`src/rtl/truth_table_sweeper.sv`:
```
// Exhaustive truth-table sweeper: drives every input vector, compares dut_f.
// Optional SWEEP_GRAY_EN: step vectors in reflected Gray order.
module truth_table_sweeper #(
  parameter int N_IN = 4,
  parameter logic [(1<<N_IN)-1:0] TRUTH = 16'h0000,
  parameter int SETTLE = 1
) (
  input  logic            clk,
  input  logic            rst_n,
  input  logic            start,
  output logic [N_IN-1:0] vec_out,
  input  logic            dut_f,
  output logic            busy,
  output logic            done,
  output logic            pass,
  output logic [N_IN:0]   err_count,
  output logic [N_IN-1:0] first_fail,
  output logic            fail_valid
);

  localparam int NV = 1 << N_IN;
  localparam int CW = (SETTLE > 1) ? $clog2(SETTLE) : 1;
  localparam logic [N_IN:0] LAST  = (N_IN+1)'(NV - 1);
  localparam logic [N_IN:0] ONE   = (N_IN+1)'(1);
  localparam logic [CW-1:0] CLAST = CW'(SETTLE - 1);

  typedef enum logic [1:0] {
    S_IDLE,
    S_SETTLE,
    S_CHECK,
    S_DONE
  } state_t;

  state_t          state, state_nx;
  logic [N_IN:0]   idx, idx_nx;
  logic [CW-1:0]   cnt, cnt_nx;
  logic [N_IN-1:0] vec_nx;
  logic            busy_nx, done_nx, pass_nx;
  logic [N_IN:0]   err_nx;
  logic [N_IN-1:0] ff_nx;
  logic            fv_nx;
  logic            mismatch;

  function automatic logic [N_IN-1:0] map_vec(input logic [N_IN:0] i);
`ifdef SWEEP_GRAY_EN
    return i[N_IN-1:0] ^ (i[N_IN-1:0] >> 1);
`else
    return i[N_IN-1:0];
`endif
  endfunction

  // Case inequality so an X on dut_f counts as a mismatch in simulation.
  assign mismatch = (dut_f !== TRUTH[vec_out]);

  // Next-state and next-output logic for the sweep FSM.
  always_comb begin
    state_nx = state;
    idx_nx   = idx;
    cnt_nx   = cnt;
    vec_nx   = vec_out;
    busy_nx  = busy;
    done_nx  = done;
    pass_nx  = pass;
    err_nx   = err_count;
    ff_nx    = first_fail;
    fv_nx    = fail_valid;
    unique case (state)
      S_IDLE, S_DONE: begin
        if (start) begin
          state_nx = S_SETTLE;
          idx_nx   = '0;
          cnt_nx   = '0;
          vec_nx   = '0;
          busy_nx  = 1'b1;
          done_nx  = 1'b0;
          pass_nx  = 1'b0;
          err_nx   = '0;
          ff_nx    = '0;
          fv_nx    = 1'b0;
        end
      end
      S_SETTLE: begin
        if (cnt == CLAST) begin
          state_nx = S_CHECK;
        end else begin
          cnt_nx = cnt + CW'(1);
        end
      end
      S_CHECK: begin
        if (mismatch) begin
          err_nx = err_count + ONE;
          if (!fail_valid) begin
            ff_nx = vec_out;
            fv_nx = 1'b1;
          end
        end
        if (idx == LAST) begin
          state_nx = S_DONE;
          busy_nx  = 1'b0;
          done_nx  = 1'b1;
          pass_nx  = (err_count == '0) && !mismatch;
        end else begin
          state_nx = S_SETTLE;
          idx_nx   = idx + ONE;
          vec_nx   = map_vec(idx + ONE);
          cnt_nx   = '0;
        end
      end
      default: state_nx = S_IDLE;
    endcase
  end

  // State and registered outputs, synchronous active-low reset.
  always_ff @(posedge clk) begin
    if (!rst_n) begin
      state      <= S_IDLE;
      idx        <= '0;
      cnt        <= '0;
      vec_out    <= '0;
      busy       <= 1'b0;
      done       <= 1'b0;
      pass       <= 1'b0;
      err_count  <= '0;
      first_fail <= '0;
      fail_valid <= 1'b0;
    end else begin
      state      <= state_nx;
      idx        <= idx_nx;
      cnt        <= cnt_nx;
      vec_out    <= vec_nx;
      busy       <= busy_nx;
      done       <= done_nx;
      pass       <= pass_nx;
      err_count  <= err_nx;
      first_fail <= ff_nx;
      fail_valid <= fv_nx;
    end
  end

endmodule

```
`config.mk`:
```
export PLATFORM = sky130hd
export DESIGN_NAME = truth_table_sweeper
export DESIGN_NICKNAME = d
export VERILOG_FILES = /design/src/rtl/truth_table_sweeper.sv
export SDC_FILE = /design/constraint.sdc
export NUM_CORES = 1
export LEC_CHECK = 0
export BUFFER_PORTS_ARGS = -buffer_cell sky130_fd_sc_hd__buf_2
export CORE_MARGIN = 4
export CORE_UTILIZATION = 38
export DETAILED_ROUTE_END_ITERATION = 8
export HOLD_SLACK_MARGIN = 0.08
export MAX_ROUTING_LAYER = met4
export PLACE_DENSITY_LB_ADDON = 0.2
export SLEW_MARGIN = 20
export SYNTH_ARGS = -nofsm -noshare
export SYNTH_HDL_FRONTEND = slang
export SYNTH_SLANG_ARGS = --single-unit
```
`constraint.sdc`:
```
create_clock -name clk -period 2.77 [get_ports clk]
set_clock_uncertainty 0.2 [all_clocks]
set_input_delay 0.277 -clock clk [delete_from_list [all_inputs] [get_ports clk]]
set_output_delay 0.277 -clock clk [all_outputs]
set_load 0.03 [all_outputs]
```
==> results.toml <==
[outcome]
status = "complete, no violations"

[power_and_ir_drop]
p_leak_nw = 0.4803
p_total_w = 0.0009102
pwr-share-comb_pct = 43.7
seq_power_share_pct = 37.0
powerDensity_mw_per_mm2 = 753.0
p_sw_w = 0.0003687
peakVddDrop_mv = 0.5764
swShare_pct = 40.51
p_int_w = 0.0005414
power.share.clock_pct = 19.3

[global_route]
grt_pass1_wl_um = 4188
gr-usage-all-layers_pct = 15.23
antenna_found_initial = 0
grt_pass1_vias = 913
grt-ovfl-total = 0
grt_max_degree = 22

[drt]
drt-initial-drc-count = 52
num_vias = 977
routed_wl_um = 2455
vias_per_cell = 5.713
drc_errors = 0
antenna_left = 0
post_drt_wl_per_cell_um = 14.36
drtPass1Iterations = 4

[finish]
postLayoutCellArea_mm2 = 0.001209
area_growth_syn_to_layout_pct = 10.91
final_nets = 152
final_cells = 171
drive_gt1_share_pct = 19.29
antenna-diode-count = 0

[place]
gp_congestion = 0.7960
numPortBuffers = 20
dp_slack_ps = 638.9
dpl.cell_count = 167
dp_hpwl_um = 1723
dpl_cell_area_mm2 = 0.001172

[yosys]
ys_seq_area_share_pct = 36.74
synth_top_area_share_pct = 36.74
synthTopCellsByArea = "dfxtp_1, ha_1, nand2_1"
yosys_most_used_dff = "dfxtp_1"
synth_common_cells = "dfxtp_1, nand2_1, ha_1"
synth_seq_cells = 20
yosysTopAreaCell = "dfxtp_1"
ys_types = 38
synth_edf_count = 0
synth.most_common_cell = "dfxtp_1"
avgSynthCellArea_um2 = 8.649
synthArstFlopShare_pct = 0
synth_nets = 137
syn_inst = 126
yosysWarningCount = 0
synth_area_mm2 = 0.001090

[setup_path]
critPathLaunchType = "flip-flop"
critPathRequiredTime_ps = 2810
cp-end-kind = "flip-flop"
cp_max_fo = 7
worstPathArrival_ps = 2210
critPathKind = "flip-flop to flip-flop"

[die]
io_pins = 21
die-area_mm2 = 0.003788
start_util_pct = 39.52
die_h_um = 61.55
die_w_um = 61.55
fp.coreArea_mm2 = 0.002758
rows = 19

[timing]
slew_headroom_pct = 62.79
min_period_over_period_pct = 78.03
timing.final.ws_setup_ps = 608.4
rsz0062_at_grt = "no"
setup_tns_ps = 0
timing_hold_violations_final = 0
fmax_ghz = 0.4626
finalSetupViolCount = 0
tightest_slew_ps = 558.1
period_needed_ps = 2162
maxSlewViolCount = 0

[job]
drv_cap = 0

[cts]
clk_latency_ps = 310
cts_tree = "done"
cts_root_buffer = "clkbuf_4"
post_cts_buffers = 0
ctsResizeCount = 0
cts_inserted_buffers = 3
clockBufferDepth = 2
clkTransAtPathRegs_ps = 120
cts.htree.levels = 1
hold_buffers = 0
cts.sinks = 20

[worst_hold_path]
hp-class = "input port to flip-flop"
==> per-stage QoR <==
stage | hold slack [ps] | utilization [%]
3_5_place_dp | 254.3 | 42.51
4_1_cts | 139.0 | 43.83
2_1_floorplan | 239.3 | -
5_1_grt | 157.4 | 43.83
3_3_place_gp | 245.5 | 42.51
6_report | 154.1 | 43.83
==> path summary, 6_finish.rpt <==
| path | from | endpoint | slack (ps) | cells past startpoint |
|---|---|---|---|---|
| worst max register to register | vec_out[0]$_SDFFE_PN0P_ | idx[3]$_SDFFE_PN0P_ | 610 | 6 |
| worst min-delay path | start | state[1]$_SDFFE_PN0P_ | 150 | 3 |
| worst min register to register | pass$_SDFFE_PN0P_ | pass$_SDFFE_PN0P_ | 270 | 2 |
| worst max-delay path | vec_out[0]$_SDFFE_PN0P_ | idx[3]$_SDFFE_PN0P_ | 610 | 6 |
==> final cells by class <==
class	count	area [um2]
clock buffer	4	36.28
fill	291	1549
inverter	6	22.52
multi-input combinational	90	610.6
sequential	20	400.4
tap	31	38.79
timing repair buffer	20	100.1
==> placed cells by master (no fill, tap or decap), drive strengths merged <==
cell type,synthesis,layout
a211oi,4,4
a21boi,1,1
a21oi,3,3
a31oi,4,4
and2,1,1
and2b,2,2
and3,1,1
buf,7,20
clkbuf,3,4
clkinv,1,1
dfxtp,20,20
ha,7,7
inv,5,5
mux2i,1,1
nand2,18,18
nand2b,6,6
nand3,4,4
nand4,2,2
nand4b,2,2
nor2,2,2
nor2b,1,1
nor3,3,3
nor3b,1,1
nor4b,1,1
o211ai,1,1
o21a,1,1
o21ai,5,5
o221a,1,1
o22ai,6,6
o311a,1,1
o311ai,1,1
o32ai,3,3
o41ai,1,1
or3,1,1
or4,1,1
or4b,4,4
==> sequential cells by signal (all words and copies together) (netlist names) <==
name        cells
idx             2
first_fail      4
fail_valid      1
busy            1
state           2
pass            1
done            1
vec_out         3
err_count       5
==> worst max-delay path: stages (launching register included) <==
cell and delay, ps:
dfxtp_1 390, ha_1 230, and3_1 180, ha_1 230, nand4b_1 200, or4b_1 510, a31oi_1 160
==> power by group through the flow <==
stage | combinational (W) | sequential (W) | clock (W)
after CTS | 0.000399 | 0.000337 | 0.000183
final | 0.000398 | 0.000336 | 0.000176
after global routing | 0.000440 | 0.000342 | 0.000191
after global placement | 0.000396 | 0.000341 | 0
after detailed placement | 0.000397 | 0.000343 | 0
after floorplan | 0.000305 | 0.000363 | 0
==> kinds of logic after synthesis <==
kind of cell	count (synthesis)	synth area share, %
adder cells (fa/ha/maj)	7	8.036
multiplexers	1	0.9185
AO/OA/AOI/OAI	32	20.21
buffers and inverters	16	7.233
AND/OR/NAND/NOR	50	26.87
flip-flops	20	36.74
==> layer usage <==
metal	track usage (%)	routed length [um]	vias to the layer above
met4	3.636	14	0
li1	-	-	493
met3	5.031	117	2
met2	22.57	1111	22
met5	-	0	-
met1	19.97	1211	460
No activity file was read; power rests on OpenSTA's default activity.
